**src/rtl/lsb_message_embedder.sv**
```systemverilog
// lsb_message_embedder: hides a byte-stream message in the blue-channel LSB of an image, one bit per pixel in raster order
module lsb_message_embedder #(
  parameter int image_size = 6
) (
  input  logic                      clk,
  input  logic                      rst,
  input  logic                      start,
  input  logic [2*image_size-3:0]   msg_len,
  input  logic [7:0]                msg_data,
  input  logic                      msg_valid,
  output logic                      msg_ready,
  output logic [image_size-1:0]     row,
  output logic [image_size-1:0]     col,
  output logic                      we,
  input  logic [23:0]               pix_in,
  output logic [23:0]               pix_out,
  output logic                      busy,
  output logic                      done,
  output logic                      overflow
);
  localparam int lw = 2*image_size-2;
  localparam logic [lw-1:0] cap = lw'(1) << (2*image_size-3);
  typedef enum logic [1:0] {IDLE, LOAD, EMBED, DONE} state_t;
  state_t          state;
  logic [7:0]      shift;
  logic [2:0]      bit_cnt;
  logic [lw-1:0]   bytes_left;
  assign msg_ready = state == LOAD;
  assign we        = state == EMBED;
  assign busy      = state == LOAD || state == EMBED;
  assign done      = state == DONE;
  assign pix_out   = {pix_in[23:1], shift[7]};
  // {row,col} advances as one counter so the last pixel wraps cleanly to (0,0)
  always_ff @(posedge clk or posedge rst) begin
    if (rst) begin
      state      <= IDLE;
      shift      <= '0;
      bit_cnt    <= '0;
      bytes_left <= '0;
      row        <= '0;
      col        <= '0;
      overflow   <= 1'b0;
    end else begin
      case (state)
        IDLE: if (start) begin
          bytes_left <= msg_len > cap ? cap : msg_len;
          overflow   <= msg_len > cap;
          row        <= '0;
          col        <= '0;
          bit_cnt    <= '0;
          state      <= msg_len == '0 ? DONE : LOAD;
        end
        LOAD: if (msg_valid) begin
          shift   <= msg_data;
          bit_cnt <= '0;
          state   <= EMBED;
        end
        EMBED: begin
          shift      <= shift << 1;
          bit_cnt    <= bit_cnt + 3'd1;
          {row, col} <= {row, col} + 1'b1;
          if (bit_cnt == 3'd7) begin
            bytes_left <= bytes_left - 1'b1;
            state      <= bytes_left == lw'(1) ? DONE : LOAD;
          end
        end
        default: state <= IDLE;
      endcase
    end
  end
endmodule
```
**config.mk**
```make
export PLATFORM = sky130hd
export DESIGN_NAME = lsb_message_embedder
export DESIGN_NICKNAME = d
export VERILOG_FILES = /design/src/rtl/lsb_message_embedder.sv
export SDC_FILE = /design/constraint.sdc
export NUM_CORES = 1
export LEC_CHECK = 0
export ABC_AREA = 1
export ABC_CLOCK_PERIOD_IN_PS = 1700
export BUFFER_PORTS_ARGS = -buffer_cell sky130_fd_sc_hd__buf_2
export CORE_MARGIN = 3
export CORE_UTILIZATION = 50
export DETAILED_ROUTE_END_ITERATION = 8
export PLACE_DENSITY = 0.81
export SYNTH_ARGS = -nofsm -noshare
export SYNTH_HDL_FRONTEND = slang
export SYNTH_SLANG_ARGS = --single-unit
```
**constraint.sdc**
```tcl
create_clock -name clk -period 1.7 [get_ports clk]
set_input_delay 0.34 -clock clk [delete_from_list [all_inputs] [get_ports clk]]
set_output_delay 0.34 -clock clk [all_outputs]
set_load 0.005 [all_outputs]
```
==> results by group, run 1 <==
Status
  • Status: complete, no violations

Route
  • DR top layer: met4
  • Met1 WL: around 2300 um
  • Routed length per instance: 12.6 um
  • WL met3: 248 um
  • DR iter-0 viols: 137
  • Drt pass-1 iters: 4
  • Detailed-routed wire length on met2: about 2500 um
  • Routed vias: 2172
  • Drt drc: 0
  • DRT antenna net count: 0
  • Final wirelength: roughly 5000 um
  • Vias per Instance: about 5.4

Min path
  • Hold Crit Class: in -> async

Placed design
  • Placed cell area: 2510 um2
  • Cells after DPL: 398
  • RD Place Congestion: 0.868
  • Post-DP HPWL: between 3000 and 4000 um
  • Dpl ws: 0.00933 ns
  • PortBufs: 39

Die
  • Die width: 74.6 um
  • Row cnt: 24
  • Placeable Area: 4440 um2
  • Die height: 74.6 um
  • Die area: 5560 um2
  • Num ports: 87
  • Initial core utilization: 0.529

Clock network
  • Htree depth: 2
  • Hold buffer count at cts: 0
  • Worst skew pair latency: about 0.29 ns
  • TritonCTS clock tree: built
  • CTS sink count: 36
  • Root Buffer: clkbuf_8
  • CTS Buf Count: 5
  • Clock transition at path regs: 0.07 ns
  • CTS Buffer Depth: 2

Critical path
  • Crit path arrival time: 1.32 ns
  • Max Fanout on Critical Path: 17
  • Critical Path End Type: output port
  • Worst path required time: 1.36 ns
  • RR Startpoint: bit_cnt[0]
  • Reg-to-reg setup timing slack: about 0.11 ns
  • Reg2reg path depth: 9
  • Reg2reg end: bytes_left[1]
  • Critical path start-end classification: reg -> out
  • Nature of the critical path startpoint: register
  • Crit path from: state[1]

Synthesis
  • Sequential area share after synthesis: 0.383
  • Synth Area per Inst: 7.32 um2
  • Syn_nets: between 300 and 400
  • Cells after Synth: ~320
  • Distinct cells, synth: 28
  • Post-synthesis register bit count: 36
  • Netlist Area Pre-Place: 2350 um2
  • YS warnings: 0

Power and ir drop
  • Leak: 0.00142 uW
  • Pwr dens: 1460 nW/um2
  • Maximum VDD drop: approximately 0.00073 V

STA
  • Final setup viols: 0
  • Final Critical Period: between 1.5 and 2 ns
  • F_max: ~600 MHz
  • Final worst-path cycle share: 0.977
  • Layout Skew: about 0.0056 ns
  • Setup TNS: 0 ns
  • Slew @ Worst Pin: about 0.48 ns
  • Max-slew violations: 0
  • Fin worst setup slack: 0.0393 ns
  • Slew HR: 0.682
  • Final hold violations: 0
  • RSZ-0062 raised after global routing: yes

Final layout
  • Commonest non-fill, non-tap cell in the layout: nand2_1
  • Util after Layout: 0.601
  • Final cell count without fillers: 405
  • Ant diodes: 0
  • Most frequent cells in the layout: 77 x nand2_1, 40 x nor2_1, 39 x buf_2, 36 x dfrtp_1, 32 x inv_1
  • P&R area growth vs syn: 13.6%
  • Layout cells sized above 1: 0.235
  • Filler Cells Inserted: 387
  • Final net count: 410
  • Finished layout cell area: roughly 2700 um2

GRT
  • Gr usage total: 0.202
  • Number of global-route vias before repair: 1995
  • Largest net degree at the start of global routing: 37
  • Total gr overflow: 0
  • Initial antenna violation count: 0
  • First-pass GRT wire length: 8690 um

Run
  • # Max-Cap Violations: 0
## metal layers
metal,up-vias,track usage
met1,1023,0.263
met5,-,0
met3,10,0.0527
met2,58,0.318
li1,1081,-
met4,0,0.0870
## synthesized netlist by cell type
master    instances  share of area
buf_2             4         0.0085
nand2_2           1         0.0027
o21ai_0          16          0.034
buf_4            25          0.080
a32o_1            2         0.0085
a21oi_4           1         0.0069
inv_2             3         0.0048
a22oi_1           1         0.0032
nor3_1            1         0.0021
a31oi_1           9          0.024
nor2_4            1         0.0048
nor2_2            2         0.0053
xnor2_1           1         0.0037
o21bai_1          2         0.0064
ha_1              9          0.048
dfrtp_1          36           0.38
nand2_1          79           0.13
nor3_2            2         0.0085
a22o_1            1         0.0037
nand3_1          21          0.045
buf_6             2         0.0096
or2_2             1         0.0027
o21ai_1           2         0.0043
inv_1            34          0.054
nand4_1           9          0.024
a21oi_1          13          0.028
nor2_1           42          0.067
clkbuf_1          1         0.0016
## how the worst max path moves through the flow
stage                               end  slack, ns  depth (start not counted)
after floorplan              bit_cnt[1]       0.22                          7
after global placement    bytes_left[8]       0.04                          9
after detailed placement       shift[5]      0.009                          7
after CTS                            we       0.02                          4
after global routing      bytes_left[8]     -0.009                          9
final                                we       0.04                          4
## area by class of cell
class | instances | area, um2 | area share
multi-input combinational | 216 | 1130 | 0.422
tap | 52 | 65.1 | 0.0244
sequential | 36 | 901 | 0.337
inverter | 37 | 139 | 0.0520
timing repair buffer | 59 | 369 | 0.138
clock buffer | 5 | 68.8 | 0.0258
## cells by family (layout without fill, tap and decap cells)
| group | count (synthesis) | count (layout) | synth area share |
|---|---|---|---|
| and+or+nand+nor | 159 | 159 | 0.288 |
| buffers and inverters | 69 | 101 | 0.159 |
| DFF | 36 | 36 | 0.383 |
| xor gates and xnor gates | 1 | 1 | 0.00373 |
| adders and majority gates | 9 | 9 | 0.0479 |
| AOI/OAI and AO/OA | 47 | 47 | 0.119 |
## timing repair
item,in CTS,in global routing
endpoints found under the hold margin,0,0
setup endpoints to repair,14,26
cloned,0,0
pin swaps,0,3
buffers inserted,0,2
resized for setup,4,12
## sequential cells by signal (all words and copies together) (netlist names)
signal,cells
bit_cnt,3
bytes_left,10
col,6
overflow,1
row,6
shift,8
state,2
## per-stage QoR
step,hold slack [ns],total power [uW]
6_report,0.156,3910
5_1_grt,0.192,4280
4_1_cts,0.166,3760
3_5_place_dp,0.474,3190
3_3_place_gp,0.476,3120
2_1_floorplan,0.464,2680
## critical path: stages (launching register included)
cell,delay [ns]
dfrtp_1,0.42
buf_4,0.15
ha_4,0.16
buf_6,0.16
buf_2,0.13
## power by group
group / internal [uW] / leakage, uW / switching, uW
registers: 1140 / 0.000457 / 217
clock network: 264 / 0.0000359 / 274
logic: 863 / 0.000932 / 1150
No activity file was read; power rests on OpenSTA's default activity.
==> run 2: changes to the inputs <==
--- a/config.mk
+++ b/config.mk
@@ -6,12 +6,12 @@
 export NUM_CORES = 1
 export LEC_CHECK = 0
 export ABC_AREA = 1
-export ABC_CLOCK_PERIOD_IN_PS = 1700
+export ABC_CLOCK_PERIOD_IN_PS = 2050
 export BUFFER_PORTS_ARGS = -buffer_cell sky130_fd_sc_hd__buf_2
 export CORE_MARGIN = 3
-export CORE_UTILIZATION = 50
+export CORE_UTILIZATION = 53
 export DETAILED_ROUTE_END_ITERATION = 8
-export PLACE_DENSITY = 0.81
+export PLACE_DENSITY = 0.85
 export SYNTH_ARGS = -nofsm -noshare
 export SYNTH_HDL_FRONTEND = slang
 export SYNTH_SLANG_ARGS = --single-unit
==> constraint.sdc (replaced) <==
create_clock -name clk -period 2.05 [get_ports clk]
set_input_delay 0.41 -clock clk [delete_from_list [all_inputs] [get_ports clk]]
set_output_delay 0.41 -clock clk [all_outputs]
set_load 0.005 [all_outputs]
==> run 2 against run 1 <==
Critical endpoint unchanged; final cell count shrank 3.7%; die area fell by 5.2%; combinational power shrank 33%; largest cell class unchanged; clock skew is 0.0030 ns lower; global-route usage is 0.51 points lower; sequential power is 18% lower; hold slack improved by 0.054 ns; register-to-register slack better by 0.11 ns; non-clock buffer count decreased by 15; worst setup slack better by 0.17 ns.
==> results by group, run 2 (synthesis results as in run 1) <==
STA
  • Final Critical Period: 1.84 ns
  • Final setup viols: 0 (unchanged)
  • Setup TNS: 0 ns (unchanged)
  • Final worst-path cycle share: 0.896
  • RSZ-0062 raised after global routing: no (was yes)
  • Slew HR: 0.650 (was 0.682)
  • Final hold violations: 0 (unchanged)
  • Layout Skew: 0.00260 ns (was 0.00560 ns)
  • Max-slew violations: 0 (unchanged)
  • F_max: 545 MHz
  • Slew @ Worst Pin: 0.524 ns (was 0.477 ns)

Clock network
  • TritonCTS clock tree: built (unchanged)
  • Root Buffer: clkbuf_8 (unchanged)
  • Postcts setup bufs: 0 (unchanged)
  • CTS Buf Count: 5 (unchanged)
  • PostCTS Resize Cnt: 0 (was 4)
  • CTS sink count: 36 (unchanged)
  • Htree depth: 2 (unchanged)
  • CTS Buffer Depth: 2 (unchanged)
  • Hold buffer count at cts: 0 (unchanged)
  • Clock transition at path regs: 0.07 ns (about the same)
  • Worst skew pair latency: 0.29 ns (about the same)

Critical path
  • Reg2reg path depth: 10 (was 9)
  • Worst path required time: 1.64 ns (was 1.36 ns)
  • Critical Path End Type: output port (unchanged)
  • Crit path arrival time: 1.43 ns (was 1.32 ns)
  • Critical path start-end classification: reg -> out (unchanged)
  • Nature of the critical path startpoint: register (unchanged)
  • Max Fanout on Critical Path: 23 (was 17)

Final layout
  • Ant diodes: 0 (unchanged)
  • Filler Cells Inserted: 390 (was 387)
  • Commonest non-fill, non-tap cell in the layout: nand2_1 (unchanged)
  • Final net count: 395 (was 410)
  • Layout cells sized above 1: 0.182 (was 0.235)
  • Final cell count without fillers: 390 (was 405)
  • Max reg flops: 10 (unchanged)
  • Largest Register: bytes_left (unchanged)
  • Largest registers: bytes_left (10), shift (8) (unchanged)
  • P&R area growth vs syn: 6.87% (was 13.6%)
  • Most frequent cells in the layout: 79 x nand2_1, 42 x nor2_1, 39 x buf_2, 36 x dfrtp_1, 34 x inv_1 (was 77 x nand2_1, 40 x nor2_1, 39 x buf_2, 36 x dfrtp_1, 32 x inv_1)

Die
  • Row cnt: 23 (was 24)
  • Placeable Area: 4140 um2 (was 4440 um2)
  • Die area: 5270 um2 (was 5560 um2)
  • Die width: 72.6 um (was 74.6 um)
  • Num ports: 87 (unchanged)
  • Die height: 72.6 um (was 74.6 um)
  • Initial core utilization: 0.567 (was 0.529)

Power and ir drop
  • Net Sw Frac: 0.422 (was 0.421)
  • Leak: 0.00133 uW (was 0.00142 uW)
  • Clock share of power: 0.179 (was 0.138)
  • Psw: 1280 uW (was 1650 uW)
  • Maximum VDD drop: 0.000804 V (was 0.000729 V)
  • Power share of the combinational group: 0.449 (was 0.516)
  • Pwr dens: 1200 nW/um2 (was 1460 nW/um2)
  • Reg power frac: 0.372 (was 0.347)
  • Int Pwr: 1750 uW (was 2270 uW)

GRT
  • Number of global-route vias before repair: 1915 (was 1995)
  • Gr usage total: 0.197 (was 0.202)
  • Total gr overflow: 0 (unchanged)
  • First-pass GRT wire length: 8220 um (was 8690 um)
  • Initial antenna violation count: 0 (unchanged)
  • Largest net degree at the start of global routing: 37 (unchanged)

Route
  • DR iter-0 viols: 112 (was 137)
  • Vias per Instance: 5.26 (was 5.36)
  • Drt pass-1 iters: 5 (was 4)
  • DRT antenna net count: 0 (unchanged)
  • Final wirelength: 4760 um (was 5120 um)
  • Drt drc: 0 (unchanged)
  • Routed vias: 2050 (was 2172)
  • Routed length per instance: 12.2 um (was 12.6 um)

Run
  • # Max-Cap Violations: 0 (unchanged)

Placed design
  • PortBufs: 39 (unchanged)
  • RD Place Congestion: 0.847 (was 0.868)
  • Cells after DPL: 384 (was 398)
  • Post-DP HPWL: 3540 um (was 3740 um)

Status
  • Status: complete, no violations (unchanged)

Min path
  • Hold Crit Class: in -> async (unchanged)
-- run 2: cell types whose count changed in the layout (fill, tap and decap cells not counted), sizes merged --
cell,delta
buf,-15
clkbuf,+2
-- run 2: final timing paths --
path                              from       endpoint  slack [ns]
max                           state[0]             we        0.21
min                                rst  bytes_left[6]        0.21
max reg2reg                   state[0]         row[5]        0.22
min reg2reg                     col[3]         col[3]        0.51
max in group asynchronous          rst       shift[4]        1.51
min in group clk           msg_data[0]       shift[0]        0.36
-- run 2: per-layer routing --
metal | global-route usage | vias to the layer above | wire length [um]
met5 | 0 | - | 0
met4 | 0.0656 | 0 | 61
met3 | 0.0606 | 10 | 246
met2 | 0.316 | 45 | 2250
met1 | 0.254 | 948 | 2200
li1 | - | 1047 | -
-- run 2: cell type report --
| class | instances | area [um2] | area share |
|---|---|---|---|
| Sequential cell | 36 | 901 | 0.359 |
| Inverter | 37 | 139 | 0.0553 |
| Tap cell | 50 | 62.6 | 0.0249 |
| Multi-Input combinational cell | 216 | 1080 | 0.429 |
| Clock buffer | 7 | 96.3 | 0.0383 |
| Timing Repair Buffer | 44 | 236 | 0.0941 |
-- run 2: stage by stage --
step                area, um2  utilization  power [uW]  worst slack [ns]  hold slack [ns]
global placement         2420        0.584        2450             0.347            0.478
floorplan                2350            -        2220             0.569            0.464
finish                   2510        0.606        3020             0.214            0.210
detailed placement       2420        0.584        2490             0.232            0.497
CTS                      2520        0.607        3040            0.0649            0.232
global route             2510        0.606        3320           0.00402            0.255
-- run 2: critical path: stages (launching register included) --
cell	delay, ns
dfrtp_1	0.40
inv_1	0.10
ha_1	0.24
buf_6	0.24
buf_2	0.15
-- run 2: power by group through the flow --
| stage | Combinational (uW) | Sequential, uW | Clock, uW |
|---|---|---|---|
| floorplan | 1120 | 1100 | 0 |
| global placement | 1330 | 1120 | 0 |
| detailed placement | 1360 | 1130 | 0 |
| CTS | 1370 | 1120 | 556 |
| global route | 1580 | 1150 | 585 |
| finish | 1360 | 1120 | 540 |
